===== src/rtl/life_grid_renderer.sv =====
// Pixel renderer for the Game of Life array: gridlines, age-coloured cells and a blinking
// cursor, drawn from per-frame snapshots of the live state through a two-stage pixel pipeline.
module life_grid_renderer #(
    parameter int ROWS         = 4,
    parameter int COLS         = 4,
    parameter int CELL_LOG2    = 6,
    parameter int XPOS         = 100,
    parameter int YPOS         = 100,
    parameter int GRID_EN      = 1,
    parameter int AGE_BITS     = 2,
    parameter int BLINK_FRAMES = 30,
    localparam int RW          = (ROWS > 1) ? $clog2(ROWS) : 1,
    localparam int CW          = (COLS > 1) ? $clog2(COLS) : 1
) (
    input  logic                   clk,
    input  logic                   reset,
    input  logic [10:0]            x,
    input  logic [10:0]            y,
    input  logic                   frame,
    input  logic [ROWS*COLS-1:0]   alive,
    input  logic                   gen_step,
    input  logic [RW-1:0]          cursor_row,
    input  logic [CW-1:0]          cursor_col,
    input  logic                   cursor_en,
    output logic [3:0]             red,
    output logic [3:0]             green,
    output logic [3:0]             blue
);

    localparam int N     = ROWS * COLS;
    localparam int IW    = (N > 1) ? $clog2(N) : 1;
    localparam int BW    = (BLINK_FRAMES > 1) ? $clog2(BLINK_FRAMES) : 1;
    localparam int X_END = XPOS + (COLS << CELL_LOG2);
    localparam int Y_END = YPOS + (ROWS << CELL_LOG2);
    localparam logic [AGE_BITS-1:0] AGE_MAX = {AGE_BITS{1'b1}};
    localparam logic [BW-1:0]       BLINK_LAST = BW'(BLINK_FRAMES - 1);

    logic [N-1:0][AGE_BITS-1:0] age_r;
    logic [N-1:0][AGE_BITS-1:0] age_snap_r;
    logic [N-1:0]               alive_snap_r;
    logic [BW-1:0]              blink_cnt_r;
    logic                       blink_on_r;

    logic [10:0] dx_s, dy_s, col_s, row_s;
    logic        in_grid_s, grid_s, cursor_hit_s;
    logic        s1_in_grid_r, s1_grid_r, s1_cursor_r;
    logic [10:0] s1_row_r, s1_col_r;

    logic [31:0]         cell_lin_s;
    logic [IW-1:0]       cell_idx_s;
    logic [AGE_BITS-1:0] age_s;
    logic [3:0]          age_px_s;
    logic [11:0]         rgb_s;
    logic [3:0]          red_r, green_r, blue_r;

    // Per-cell saturating age counters, advanced only on a generation step
    always_ff @(posedge clk or negedge reset) begin
        if (!reset) begin
            age_r <= '0;
        end else if (gen_step) begin
            for (int i = 0; i < N; i++) begin
                if (alive[i]) begin
                    if (age_r[i] != AGE_MAX) age_r[i] <= age_r[i] + 1'b1;
                end else begin
                    age_r[i] <= {AGE_BITS{1'b0}};
                end
            end
        end
    end

    // Frame snapshot; non-blocking read of age_r keeps pre-update ages on a coincident gen_step
    always_ff @(posedge clk or negedge reset) begin
        if (!reset) begin
            alive_snap_r <= '0;
            age_snap_r   <= '0;
        end else if (frame) begin
            alive_snap_r <= alive;
            age_snap_r   <= age_r;
        end
    end

    // Cursor blink phase counter, stepped once per frame
    always_ff @(posedge clk or negedge reset) begin
        if (!reset) begin
            blink_cnt_r <= {BW{1'b0}};
            blink_on_r  <= 1'b1;
        end else if (frame) begin
            if (blink_cnt_r == BLINK_LAST) begin
                blink_cnt_r <= {BW{1'b0}};
                blink_on_r  <= ~blink_on_r;
            end else begin
                blink_cnt_r <= blink_cnt_r + 1'b1;
            end
        end
    end

    // Stage 1 geometry: grid membership, cell coordinates, gridline and cursor match
    always_comb begin
        dx_s      = x - 11'(XPOS);
        dy_s      = y - 11'(YPOS);
        col_s     = dx_s >> CELL_LOG2;
        row_s     = dy_s >> CELL_LOG2;
        in_grid_s = (32'(x) >= XPOS) && (32'(x) < X_END) &&
                    (32'(y) >= YPOS) && (32'(y) < Y_END);
        grid_s    = (dx_s[CELL_LOG2-1:0] == {CELL_LOG2{1'b0}}) ||
                    (dy_s[CELL_LOG2-1:0] == {CELL_LOG2{1'b0}});
        cursor_hit_s = cursor_en &&
                       (32'(cursor_row) < ROWS) && (32'(cursor_col) < COLS) &&
                       (row_s == 11'(cursor_row)) && (col_s == 11'(cursor_col));
    end

    // Stage 1 registers
    always_ff @(posedge clk or negedge reset) begin
        if (!reset) begin
            s1_in_grid_r <= 1'b0;
            s1_grid_r    <= 1'b0;
            s1_cursor_r  <= 1'b0;
            s1_row_r     <= 11'd0;
            s1_col_r     <= 11'd0;
        end else begin
            s1_in_grid_r <= in_grid_s;
            s1_grid_r    <= grid_s;
            s1_cursor_r  <= cursor_hit_s;
            s1_row_r     <= row_s;
            s1_col_r     <= col_s;
        end
    end

    // Stage 2 colour selection in priority order
    always_comb begin
        cell_lin_s = 32'(s1_row_r) * COLS + 32'(s1_col_r);
        if (s1_in_grid_r && (cell_lin_s < N)) begin
            cell_idx_s = IW'(cell_lin_s);
        end else begin
            cell_idx_s = {IW{1'b0}};
        end
        age_s    = age_snap_r[cell_idx_s];
        age_px_s = 4'(age_s) << (4 - AGE_BITS);
        if (!s1_in_grid_r) begin
            rgb_s = 12'h000;
        end else if (s1_cursor_r && blink_on_r) begin
            rgb_s = 12'hFFF;
        end else if ((GRID_EN != 0) && s1_grid_r) begin
            rgb_s = 12'h333;
        end else if (alive_snap_r[cell_idx_s]) begin
            rgb_s = {age_px_s, 4'hF - age_px_s, 4'h0};
        end else begin
            rgb_s = 12'h000;
        end
    end

    // Stage 2 registered colour outputs
    always_ff @(posedge clk or negedge reset) begin
        if (!reset) begin
            red_r   <= 4'h0;
            green_r <= 4'h0;
            blue_r  <= 4'h0;
        end else begin
            red_r   <= rgb_s[11:8];
            green_r <= rgb_s[7:4];
            blue_r  <= rgb_s[3:0];
        end
    end

    assign red   = red_r;
    assign green = green_r;
    assign blue  = blue_r;

endmodule


===== config.mk =====
export PLATFORM = sky130hd
export DESIGN_NAME = life_grid_renderer
export DESIGN_NICKNAME = d
export VERILOG_FILES = /design/src/rtl/life_grid_renderer.sv
export SDC_FILE = /design/constraint.sdc
export NUM_CORES = 1
export LEC_CHECK = 0
export CORE_MARGIN = 2
export CORE_UTILIZATION = 30
export DETAILED_ROUTE_END_ITERATION = 16
export GPL_TIMING_DRIVEN = 0
export PLACE_DENSITY = 0.47
export SETUP_SLACK_MARGIN = 0.02
export SYNTH_ARGS = -nofsm -noshare
export SYNTH_HDL_FRONTEND = slang
export SYNTH_SLANG_ARGS = --single-unit

===== constraint.sdc =====
create_clock -name clk -period 3.4 [get_ports clk]
set_clock_uncertainty 0.2 [all_clocks]
set_input_delay 0.51 -clock clk [delete_from_list [all_inputs] [get_ports clk]]
set_output_delay 0.51 -clock clk [all_outputs]
set_load 0.01 [all_outputs]

==> summary.md <==
The run finished with clean final reports. The library cell used most frequently in the layout, excluding fill and tap cells, is sky130_fd_sc_hd__dfrtp_1. The highest net fanout along the worst path works out to 6.

Setup violations remaining at the end of the flow were counted as 0. The count of flip-flops with a built-in enable after synthesis is 0, and the iteration-0 DRC count of the detailed router is 239. The tree is rooted in a sky130_fd_sc_hd__clkbuf_16. Based on the critical path, the design can be clocked at up to 0.333 GHz.

In this run, synthesis produced a sequential element count of 106. For the worst flop-to-flop path, the logic depth is 8. Leaving out fill and tap cells, the most frequent cells in the layout are sky130_fd_sc_hd__dfrtp_1 (105), sky130_fd_sc_hd__clkdlybuf4s50_1 (56), sky130_fd_sc_hd__mux2_2 (47).

The combined area of the multi-input logic cells was 2420 sq um; the TritonCTS buffer count was 9. The detailed placer's ending HPWL was 9.12 mm. Setup repair after global routing left no endpoint under its margin. Summed over all cells, the static leakage comes to 2.83 nW.

The die covers 18800 sq um. The sequential area share after synthesis was 0.500; the post-detailed-routing wire length was 12.4 mm. The class of the most critical setup path was reg2reg. Among all stages on the critical path, the largest delay is contributed by sky130_fd_sc_hd__a311oi_1. The min-delay analysis places its worst path in the category in2async. For the worst-skew pair, the clock arrives at the later sink with an insertion delay of 350 ps. In the routed design, unresolved DRC markers number 0. In this run the register-to-register setup slack is 400 ps. Summing all flip-flop and latch instances after layout gives 2650 sq um. The ratio of cells with drive above 1 in the final layout is 0.180. The first detailed-routing pass took 4 iterations.

Clock-pin slew was measured on the worst setup and hold paths at 70 ps. The tools report the pre-CTS worst setup slack as 420 ps. The number of max-capacitance violations reported was 0. The post-cts sizing count is 0.

The synthesized netlist contains 55 unique library cells. In this run, post-CTS hold repair placed 0 buffers. Post-CTS timing repair inserted 0 buffers for setup. The largest total area in the synthesized netlist belongs to sky130_fd_sc_hd__dfrtp_1. Once detail routing completed, the nets flagged for antenna violations numbered 0. The worst path meets setup with 398 ps of slack.

Compared with the post-synthesis result, the final layout area differs by 22.2%. The number of filler cells placed in the layout was 1710; the number of global-route vias before repair was 3605. Counting along the longest clock path gives a buffer depth of 2.

For the starting density of the core, the log shows 0.307. STA classifies the critical path endpoint as a register. Yosys attributes the largest share of cell area to sky130_fd_sc_hd__dfrtp_1 (50%), sky130_fd_sc_hd__mux2_2 (10%), sky130_fd_sc_hd__ha_1 (5.0%), sky130_fd_sc_hd__o2bb2ai_1 (4.5%), sky130_fd_sc_hd__mux4_2 (3.0%). The TritonCTS sink count was 106; the final critical-path required period was 3000 ps. After the last flow step, the layout net total stands at 569.

Share of flip-flops with an asynchronous set or reset after synthesis: 1.00. Overall track demand over capacity in global routing: 0.141. The largest single stage delay on the critical path is 500 ps.

The most frequently used flop master after synthesis is sky130_fd_sc_hd__dfrtp_1. Walking the worst path, the cells encountered are ha_1, inv_1, fa_1, a211oi_2, o211ai_1, a311oi_1, o211ai_1, o31ai_1. Summing every instance area after synthesis gives 5300 sq um.

Power spread over the standard cell area amounts to 535 nW/um^2. 0 antenna diodes ended up in the layout. The area share of the largest cell type after synthesis was 0.495. The width of the die works out to 137 um. Number of port buffers: 57. The tools report the sort of element at the start of the critical path as a register. The average vias per placed instance came out at 5.01. The launch point of the worst reg-to-reg path is s1_row_r[0]$_DFF_PN0_. The completed layout was analyzed and its total power is 3.47 mW.

The cell occurring most often along the worst timing path was sky130_fd_sc_hd__o211ai_1. Net count after synthesis: 500. The slew at the pin closest to its max-slew limit works out to 761 ps. TritonCTS built the clock tree. For this run the aggregate overflow at the end of global routing stands at 0. The logs give 3430 ps for the required arrival time at the worst endpoint and 57 for the pin count of the biggest net entering global routing.

The first global-routing pass estimated 20.0 mm of wire. The detailed router placed 3655 vias in this run. The number of max-slew violations in the final report was 0. Dividing the detail-routed wire length by the instance count gives 16.9 um.

The floorplan step set the die height to 137 um. Signal arrival time at the worst endpoint: 3030 ps. The tools report the worst supply voltage drop on vdd as 0.235 mV. Final-report hold violation count: 0.

In this run the number of H-tree levels came out at 3. The remaining max-slew budget at the tightest pin is 0.493, and the mean instance size in the synthesized netlist is 12.3 sq um. The worst register-to-register path ends at red[3]$_DFF_PN0_.

The share of the clock period used by the worst path after layout was 0.883; the routability congestion estimate was 0.782. For this run, the number of Yosys warnings is 0. In this run the core area contains 48 standard-cell rows. 59 I/O pins were placed. The run gives 431 as the number of standard cells after synthesis.

The region available for standard cell placement spans 17300 sq um. The tools report the initial antenna violation count as 0.
## layer usage
metal	GRT usage	wire [um]	vias to the layer above
met5	0	0	-
met4	0.0412	127	0
met3	0.0267	341	8
met2	0.215	5830	55
met1	0.205	6070	1859
li1	-	-	1733
## synth_stat cells, types with 2 or more instances
cell                        number
sky130_fd_sc_hd__mux2_2         47
sky130_fd_sc_hd__xor2_1          6
sky130_fd_sc_hd__clkbuf_1       13
sky130_fd_sc_hd__o2bb2ai_1      27
sky130_fd_sc_hd__buf_4           6
sky130_fd_sc_hd__a21oi_1        10
sky130_fd_sc_hd__a22oi_1        11
sky130_fd_sc_hd__mux4_1          2
sky130_fd_sc_hd__nor3b_1         2
sky130_fd_sc_hd__a22o_1          6
sky130_fd_sc_hd__nor2_1         15
sky130_fd_sc_hd__o2111ai_1       4
sky130_fd_sc_hd__xnor2_1         7
sky130_fd_sc_hd__nand3_1         6
sky130_fd_sc_hd__o21ai_0        10
sky130_fd_sc_hd__nor4_1          4
sky130_fd_sc_hd__o31ai_2         2
sky130_fd_sc_hd__mux4_2          7
sky130_fd_sc_hd__and2_1          2
sky130_fd_sc_hd__o211ai_1        3
sky130_fd_sc_hd__nor2b_1         3
sky130_fd_sc_hd__o22ai_1         2
sky130_fd_sc_hd__dfrtp_1       105
sky130_fd_sc_hd__nand2b_1        4
sky130_fd_sc_hd__nor3_1         10
sky130_fd_sc_hd__ha_1           21
sky130_fd_sc_hd__mux2i_1        14
sky130_fd_sc_hd__or3_1           2
sky130_fd_sc_hd__a32o_1          2
sky130_fd_sc_hd__a221o_1         2
sky130_fd_sc_hd__buf_6           2
sky130_fd_sc_hd__inv_1          27
sky130_fd_sc_hd__nand2_1        20
sky130_fd_sc_hd__o31ai_1         5
sky130_fd_sc_hd__o311a_1         2
## how the worst max path moves through the flow
stage                                     start           endpoint  slack (ps)  cells after the start
after floorplan           s1_row_r[0]$_DFF_PN0_   red[3]$_DFF_PN0_         820                      9
after global placement                    reset  blue[2]$_DFF_PN0_       -2650                      1
after detailed placement  s1_col_r[2]$_DFF_PN0_   red[3]$_DFF_PN0_         420                      8
after CTS                 s1_col_r[2]$_DFF_PN0_   red[3]$_DFF_PN0_         390                      8
after global routing      s1_row_r[0]$_DFF_PN0_   red[3]$_DFF_PN0_         230                      8
final                     s1_row_r[0]$_DFF_PN0_   red[3]$_DFF_PN0_         400                      8
## per-stage QoR
step | utilization | area [sq um] | std cells | TNS, ps | hold WS [ps]
after global routing | 0.375 | 6480 | 730 | 0 | 43.4
after detailed placement | 0.357 | 6180 | 714 | 0 | 292
after floorplan | - | 5300 | 431 | 0 | 14.4
final | 0.375 | 6480 | 730 | 0 | 7.09
after CTS | 0.375 | 6480 | 730 | 0 | 33.0
after global placement | 0.356 | 6160 | 713 | -278790 | 283
## report_power, final
part / internal, mW / total (mW) / switching (mW)
combinational: 0.404 / 0.743 / 0.339
sequential: 1.49 / 1.69 / 0.195
clock: 0.578 / 1.04 / 0.462
## worst max-delay path: cells and delay by family (launching register included)
family	cells	cell delay, ps
buffers and inverters	1	70
flip-flops	1	330
AO/OA/AOI/OAI	5	1700
adder cells (fa/ha/maj)	2	590
## cell type report
type                            count  share of cell area
Sequential cell                   106               0.409
Multi-Input combinational cell    275               0.374
Timing Repair Buffer               58              0.0919
Tap cell                          225              0.0434
Clock buffer                       13              0.0432
Buffer                             23              0.0193
Inverter                           27              0.0156
Clock inverter                      3             0.00328
## registers in the layout, summed over array words and instances, names as in the netlist
name and cells:
s1_col_r 5, red 2, blink_cnt_r 5, age_snap_r 32
blue 2, alive_snap_r 16, s1_row_r 5, blink_on_r 1
s1_grid_r 1, green 3, s1_cursor_r 1, s1_in_grid_r 1
age_r 32
## logic make-up after synthesis
group,Yosys count,share of synthesized area
AOI/OAI and AO/OA,94,0.139
adders and majority gates,22,0.0533
and+or+nand+nor,75,0.0743
muxes,71,0.169
xor gates and xnor gates,13,0.0215
DFF,106,0.500
buffers and inverters,50,0.0427
Note: power is estimated with default switching activity, not from simulation.
